**config.mk**
```make
export PLATFORM = sky130hd
export DESIGN_NAME = mult_pipe_wrapper
export DESIGN_NICKNAME = d
export VERILOG_FILES = /design/src/rtl/mult_pipe_wrapper.sv
export SDC_FILE = /design/constraint.sdc
export NUM_CORES = 2
export LEC_CHECK = 0
export ABC_AREA = 0
export BUFFER_PORTS_ARGS = -buffer_cell sky130_fd_sc_hd__buf_2
export CAP_MARGIN = 20
export CORE_ASPECT_RATIO = 0.9
export CORE_UTILIZATION = 40
export CTS_CLUSTER_DIAMETER = 100
export DETAILED_ROUTE_END_ITERATION = 7
export GPL_TIMING_DRIVEN = 1
export PLACE_DENSITY = 0.66
export SYNTH_ARGS = -nofsm -noshare
export SYNTH_HDL_FRONTEND = slang
export SYNTH_SLANG_ARGS = --single-unit
```
**constraint.sdc**
```tcl
create_clock -name clk -period 12.9 [get_ports clk]
set_input_delay 1.935 -clock clk [delete_from_list [all_inputs] [get_ports clk]]
set_output_delay 1.935 -clock clk [all_outputs]
set_load 0.005 [all_outputs]
```
**src/rtl/mult_pipe_wrapper.sv**
```systemverilog
// mult_pipe_wrapper
// Stallable, pipelined WIDTH x WIDTH multiplier with a valid/ready handshake
// on both sides. Each transaction carries its own signed/unsigned mode and a
// sideband tag that comes back unchanged alongside the product.
//
// Pipeline: input capture register -> combinational multiply -> STAGES
// product registers. The last stage drives the out_* ports.
// Total latency is STAGES + 1 clock edges.
//
// A single global stall (result waiting and consumer not ready) freezes
// every register, bubbles included. in_ready is the inverse of that stall.
//
// Optional feature, enabled by defining MULT_PIPE_ACCUM_EN:
//   - adds the in_acc port;
//   - adds a 2*WIDTH-bit running accumulator, updated as each result
//     enters the last stage;
//   - with in_acc=1 the result is acc + product, otherwise it is product;
//   - the accumulator always takes the new result.
//
// Ports:
//   clk          clock, all state on the rising edge
//   rst          asynchronous, active-high reset
//   in_valid     operands/mode/tag valid this cycle
//   in_ready     block accepts a transaction this cycle
//   in_a, in_b   operands, WIDTH bits each
//   in_signed    1 = two's-complement operands, 0 = unsigned
//   in_tag       sideband tag, TAG_W bits
//   in_acc       accumulate request (MULT_PIPE_ACCUM_EN only)
//   out_valid    out_product/out_tag hold a result
//   out_ready    consumer takes the result this cycle
//   out_product  product or accumulated sum, 2*WIDTH bits
//   out_tag      tag of the transaction on out_product
module mult_pipe_wrapper #(
  parameter int WIDTH  = 32,
  parameter int STAGES = 2,
  parameter int TAG_W  = 4
) (
  input  logic               clk,
  input  logic               rst,
  input  logic               in_valid,
  output logic               in_ready,
  input  logic [WIDTH-1:0]   in_a,
  input  logic [WIDTH-1:0]   in_b,
  input  logic               in_signed,
  input  logic [TAG_W-1:0]   in_tag,
`ifdef MULT_PIPE_ACCUM_EN
  input  logic               in_acc,
`endif
  output logic               out_valid,
  input  logic               out_ready,
  output logic [2*WIDTH-1:0] out_product,
  output logic [TAG_W-1:0]   out_tag
);

  localparam int PW = 2 * WIDTH;

  logic stall;

  // Input capture register.
  logic [WIDTH-1:0] cap_a_reg;
  logic [WIDTH-1:0] cap_b_reg;
  logic             cap_signed_reg;
  logic [TAG_W-1:0] cap_tag_reg;
  logic             cap_valid_reg;

  logic [PW-1:0] ext_a;
  logic [PW-1:0] ext_b;
  logic [PW-1:0] mult_prod;

  // Product stages and the value each one loads when the pipe advances.
  logic [PW-1:0]    prod_reg  [STAGES];
  logic [TAG_W-1:0] tag_reg   [STAGES];
  logic             valid_reg [STAGES];
  logic [PW-1:0]    prod_src  [STAGES];
  logic [TAG_W-1:0] tag_src   [STAGES];
  logic             valid_src [STAGES];
  logic [PW-1:0]    last_result;

`ifdef MULT_PIPE_ACCUM_EN
  // The accumulate flag is consumed when its result enters the last stage,
  // so only the stages before the last one need to carry it.
  localparam int FW = (STAGES > 1) ? STAGES - 1 : 1;
  logic          cap_acc_reg;
  logic          acc_flag_reg [FW];
  logic          acc_flag_src [STAGES];
  logic [PW-1:0] acc_reg;
  logic [PW-1:0] acc_sum;
`endif

  assign stall       = valid_reg[STAGES-1] && !out_ready;
  assign in_ready    = !stall;
  assign out_valid   = valid_reg[STAGES-1];
  assign out_product = prod_reg[STAGES-1];
  assign out_tag     = tag_reg[STAGES-1];

  // While the pipe is not stalled, in_ready is 1, so every cycle's inputs
  // are captured and in_valid marks whether the slot is real or a bubble.
  always_ff @(posedge clk or posedge rst) begin
    if (rst) begin
      cap_a_reg      <= '0;
      cap_b_reg      <= '0;
      cap_signed_reg <= 1'b0;
      cap_tag_reg    <= '0;
      cap_valid_reg  <= 1'b0;
    end else if (!stall) begin
      cap_a_reg      <= in_a;
      cap_b_reg      <= in_b;
      cap_signed_reg <= in_signed;
      cap_tag_reg    <= in_tag;
      cap_valid_reg  <= in_valid;
    end
  end

  // Extending both operands to 2*WIDTH and keeping the low 2*WIDTH bits of
  // the product gives the exact result in both signed and unsigned modes.
  assign ext_a = cap_signed_reg ? {{WIDTH{cap_a_reg[WIDTH-1]}}, cap_a_reg}
                                : {{WIDTH{1'b0}}, cap_a_reg};
  assign ext_b = cap_signed_reg ? {{WIDTH{cap_b_reg[WIDTH-1]}}, cap_b_reg}
                                : {{WIDTH{1'b0}}, cap_b_reg};
  assign mult_prod = ext_a * ext_b;

  // Stage links: stage 0 takes the multiplier output, later stages take
  // the preceding stage.
  for (genvar gi = 0; gi < STAGES; gi++) begin : g_link
    if (gi == 0) begin : g_head
      assign prod_src[gi]  = mult_prod;
      assign tag_src[gi]   = cap_tag_reg;
      assign valid_src[gi] = cap_valid_reg;
`ifdef MULT_PIPE_ACCUM_EN
      assign acc_flag_src[gi] = cap_acc_reg;
`endif
    end else begin : g_body
      assign prod_src[gi]  = prod_reg[gi-1];
      assign tag_src[gi]   = tag_reg[gi-1];
      assign valid_src[gi] = valid_reg[gi-1];
`ifdef MULT_PIPE_ACCUM_EN
      assign acc_flag_src[gi] = acc_flag_reg[gi-1];
`endif
    end
  end

`ifdef MULT_PIPE_ACCUM_EN
  assign acc_sum     = acc_reg + prod_src[STAGES-1];
  assign last_result = acc_flag_src[STAGES-1] ? acc_sum : prod_src[STAGES-1];

  always_ff @(posedge clk or posedge rst) begin
    if (rst) begin
      cap_acc_reg <= 1'b0;
      acc_reg     <= '0;
      for (int i = 0; i < FW; i++) begin
        acc_flag_reg[i] <= 1'b0;
      end
    end else if (!stall) begin
      cap_acc_reg <= in_acc;
      for (int i = 0; i < STAGES - 1; i++) begin
        acc_flag_reg[i] <= acc_flag_src[i];
      end
      // Bubbles never touch the running sum.
      if (valid_src[STAGES-1]) begin
        acc_reg <= last_result;
      end
    end
  end
`else
  assign last_result = prod_src[STAGES-1];
`endif

  always_ff @(posedge clk or posedge rst) begin
    if (rst) begin
      for (int i = 0; i < STAGES; i++) begin
        prod_reg[i]  <= '0;
        tag_reg[i]   <= '0;
        valid_reg[i] <= 1'b0;
      end
    end else if (!stall) begin
      for (int i = 0; i < STAGES - 1; i++) begin
        prod_reg[i] <= prod_src[i];
      end
      prod_reg[STAGES-1] <= last_result;
      for (int i = 0; i < STAGES; i++) begin
        tag_reg[i]   <= tag_src[i];
        valid_reg[i] <= valid_src[i];
      end
    end
  end

endmodule

```
## After elaboration in Yosys (flattened, before gate mapping)

Cells that the tools add are included.
W data, S select, Z words.

- Multiply operators: 1
- Muxes and demuxes: 2
- Reduce and logical (&&, ||, !) cells: 3

Operators by type and width:

| cell | number |
|---|---|
| $mux W64 | 2 |
| $mul A64 B64 Y64 | 1 |
| $logic_not A1 Y1 | 2 |
| $logic_and A1 B1 Y1 | 1 |

- Bits in registers: 208
- Input bits: 73
- Output and inout bits: 70
- Word-level logic and storage cells: 17

## Logic depth before layout (Yosys ltp)

- Word-level depth: 3
- Depth in mapped cells: 36
- Gate-level depth less buffers: 32

## Least setup slack after synthesis

No wires, ideal clock.

- Path type: register to register
- Start point: reg cap_signed_reg
- End point: reg prod_reg (netlist bit last_result[63])
- Library setup time: 0.136 ns
- Arrival: 8.728 ns
- Setup slack: 4.036 ns
- Cell stages (with the launch flop): 28
- Buffers on the path: 3
- Period minus slack after synthesis: 8.864 ns
- Cell sequence: dfrtp_1 > clkbuf_1 > clkbuf_1 > and3_1 > fa_1 > inv_1 > fa_1 > inv_1 > fa_1 > fa_1 > inv_1 > fa_1 > inv_1 > fa_1 > fa_1 > fa_1 > fa_1 > inv_1 > fa_1 > inv_1 > ha_1 > clkbuf_1 > a21o_1 > a21oi_1 > nand2_1 > a31o_2 > a2111oi_0 > nor3_1

- Longest elaborated chain between the ends: 2
- Elaborated cells between the ends (all ways): 3
- Those cells by class: mul (1); mux (2)

Ends and longest elaborated chain:

| element | RTL line | source |
|---|---|---|
| start, declared | 62 | `logic cap_signed_reg;` |
| start signal, assigned | 108 | `cap_signed_reg <= in_signed;` |
| $mux W64 (on tied branches) | 116, 118 |  |
| $mul A64 B64 Y64 (*) | 120 | `assign mult_prod = ext_a * ext_b;` |
| end signal, assigned by index | 177 | `prod_reg[i] <= prod_src[i];` |
| end signal, assigned by index | 179 | `prod_reg[STAGES-1] <= last_result;` |
| end, declared | 71 | `logic [PW-1:0] prod_reg [STAGES];` |

Every way passes the cells marked *; elsewhere a longest branch is shown, timed or not.
A chain may end at the register's enable or synchronous reset.

## Worst setup path after layout

- Start point: reg cap_a_reg[31]
- End point: reg prod_reg (netlist bit last_result[63])

- Longest elaborated chain between the ends: 2

Ends and longest elaborated chain:

| element | RTL line | source |
|---|---|---|
| start, declared | 60 | `logic [WIDTH-1:0] cap_a_reg;` |
| start signal, assigned | 106 | `cap_a_reg <= in_a;` |
| $mux W64 | 116 | `assign ext_a = cap_signed_reg ? {{WIDTH{cap_a_reg[WIDTH-1]}}, cap_a_reg}` |
| $mul A64 B64 Y64 | 120 |  |

No other way between the ends.

==> flow_metrics.tcl <==
set metrics [dict create \
    outcome "finished, final reports clean" \
    synth_top_family_by_area "adder cells" \
    setup.worst_path.end_class "flip-flop" \
    core_area_mm2 0.138 \
    cts_tree "yes" \
    synth-adder-area-share_pct 57.9 \
    synth_compound_area_share_pct 3.44 \
    max_freq_mhz 96.7 \
    area_growth_pct 6.48 \
    clkLatencyLatePin_ps 650 \
    dp_cells 7722 \
    hold_violations 0 \
    cts_buffers 31 \
    path_buf_inv 7 \
    synth_edf_count 0 \
    cpMaxStageDelayCell "fa_1" \
    r2r-end "last_result[63]$_DFFE_PP0N_" \
    io_pins 143 \
    rrSetupSlack_ps 2560 \
    dr_total_vias 38700 \
    synth_area_per_cell_um2 9.35 \
    remaining_drc_errors 0 \
    clk_pin_slew_ps 60 \
    drive_above_1_share_pct 5.32 \
    post_cts_buffers 0 \
    cts-resized-gates 0 \
    antenna_found_initial 11 \
    grt_max_degree 105 \
    rows 129 \
    synth_cell_types 70 \
    clkSinkCount 208 \
    ys_ff_latch 208 \
    die_area_mm2 0.141 \
    min_period_ps 10340 \
    drt_iter0_markers 2951 \
    yosys.area_share.simple_pct 15.3 \
    skew_ps 53.0 \
    crit_path_max_fanout 43 \
    met3_usage_pct 6.22 \
    grt_use_met1_pct 35.2 \
    fin_nets 7721 \
    ctsHoldBuffers 0 \
    finalMaxSlewViolations 0 \
    syn_area_mm2 0.0557 \
    period_share_pct 80.2 \
    cp.required_ps 13380 \
    met2_usage_pct 34.8 \
    criticalPathCategory "flip-flop to flip-flop" \
    synthFlopType "dfrtp_1" \
    synth_fp_nets 7756 \
    syn_inst 5956 \
    grt_use_total_pct 23.6 \
    htreeDepth 1 \
    routed_wl_um 161000 \
    startpoint_type "flip-flop" \
    clockBufferDepth 3 \
    fill_cells 13500 \
    yosys_warnings 0 \
    mostFrequentLayoutCell "inv_1" \
    die_x_um 395 \
    cpMostUsedCell "fa_1" \
    antenna_left 0 \
    critPathMaxStageDelay_ps 880 \
    fin_tns_setup_ps 0 \
    port_buffers 142 \
    r2r_start "cap_a_reg[31]$_DFFE_PP0N_" \
    crit_family "adder cells" \
    drt_first_pass_iters 6 \
    cts_root_buffer "clkbuf_16" \
    setup_viol 0 \
    yosys-mux-area-fraction_pct 0.0764 \
    avgViaCountPerCell 4.98 \
    grt.busiest_layer "met1" \
    min_path_type "flip-flop to flip-flop" \
    hold_start "out_product[24]$_DFFE_PP0N_" \
    final_cell_mix "inv_1 (1518), fa_1 (1414), nand2_1 (1031)" \
    place.gp.congestion 0.953 \
    synthArstFlopShare_pct 100 \
    holdPathStages 2 \
    fin_util_pct 43.0 \
    worst_slew_pin_slew_ps 1220 \
    slew_headroom_pct 18.9 \
    crit_arrival_ps 10820 \
    ys_seq_area_share_pct 9.35 \
    maxCapViolCount 0 \
    wl_per_cell_um 20.7 \
    min_to "out_product[24]$_DFFE_PP0N_" \
    grt_pass1_wl_um 254000 \
    antenna_cells 0 \
    grt_pass1_vias 42100 \
    fin_cells 7778 \
    ff2ff_path_depth 26 \
    rsz0062_at_grt "false" \
    hpwl_um 133000 \
    die_y_um 356 \
    synth_xor_area_share_pct 1.73 \
    start_util_pct 40.4 \
    grt_remaining_overflow 0 \
]
[Yosys cell counts, drive strengths merged, types with 3 or more instances]
cell type | number | area (µm²)
nor4b | 4 | 35.0
a31oi | 8 | 50.1
a221oi | 3 | 26.3
nor3 | 15 | 90.1
a21oi | 99 | 495
or2 | 5 | 31.3
nor2 | 81 | 304
o211ai | 11 | 82.6
buf | 21 | 98.9
a21boi | 3 | 22.5
and3 | 34 | 215
nand4 | 6 | 43.8
inv | 1519 | 5700
o21ai | 53 | 273
nand3b | 7 | 52.6
xnor2 | 85 | 744
o311ai | 5 | 43.8
nand2b | 6 | 37.5
a211oi | 10 | 75.1
nor3b | 7 | 52.6
o31ai | 6 | 45.0
nor2b | 6 | 37.5
a2111oi | 4 | 53.8
and2 | 561 | 3510
o21a | 9 | 67.6
nand3 | 21 | 105
ha | 313 | 3920
and4 | 7 | 65.1
dfrtp | 208 | 5200
nand2 | 1032 | 3880
clkbuf | 270 | 1010
fa | 1414 | 28300
a21o | 52 | 390
o21bai | 7 | 52.6
a31o | 9 | 78.8
xor2 | 25 | 219
[worst min-delay path: cells and delay by family, from the launching register on]
| kind | cells | cell delay, ps |
|---|---|---|
| flops | 1 | 330 |
| simple gates | 2 | 90 |
[cell families (layout without fill, tap and decap cells)]
family	after synthesis	count (layout)
muxes	4	4
AOI/OAI and AO/OA	296	296
adders and majority gates	1728	1728
DFF	208	208
and+or+nand+nor	1799	1799
buffers and inverters	1811	1799
xor gates and xnor gates	110	110
[routing by layer]
layer | part of all wire, % | wire length (µm)
met1 | 46 | 74300
met2 | 41 | 66900
met3 | 10 | 16800
met4 | 1.9 | 3100
met5 | 0.071 | 115
[stage by stage]
| stage | setup slack, ps | hold WS, ps | cell area (µm²) |
|---|---|---|---|
| floorplan | 4040 | 430 | 55700 |
| finish | 2560 | 457 | 59300 |
| global placement | 2710 | 444 | 58200 |
| global route | 2160 | 480 | 59300 |
| detailed placement | 2670 | 451 | 58200 |
| CTS | 2630 | 465 | 59300 |
[area by class of cell]
| class | instances | area (µm²) | area share [%] |
|---|---|---|---|
| clock buffer | 37 | 848 | 1.43 |
| clock inverter | 19 | 234 | 0.395 |
| multi-input combinational | 3937 | 43700 | 73.6 |
| sequential | 208 | 5210 | 8.79 |
| timing repair buffer | 223 | 1320 | 2.22 |
| tap | 1834 | 2290 | 3.87 |
| inverter | 1520 | 5720 | 9.65 |
[worst max-delay path by stage]
stage                                     from                           to  cells past startpoint
floorplan           cap_signed_reg$_DFFE_PP0N_  last_result[63]$_DFFE_PP0N_                     27
global placement     cap_a_reg[31]$_DFFE_PP0N_  last_result[63]$_DFFE_PP0N_                     27
detailed placement   cap_a_reg[31]$_DFFE_PP0N_  last_result[63]$_DFFE_PP0N_                     26
CTS                  cap_a_reg[31]$_DFFE_PP0N_  last_result[63]$_DFFE_PP0N_                     26
global route         cap_a_reg[31]$_DFFE_PP0N_  last_result[63]$_DFFE_PP0N_                     27
finish               cap_a_reg[31]$_DFFE_PP0N_  last_result[63]$_DFFE_PP0N_                     26
Power is not shown: default switching activity piles up to over one toggle a cycle in this logic, so the estimate is an artifact.
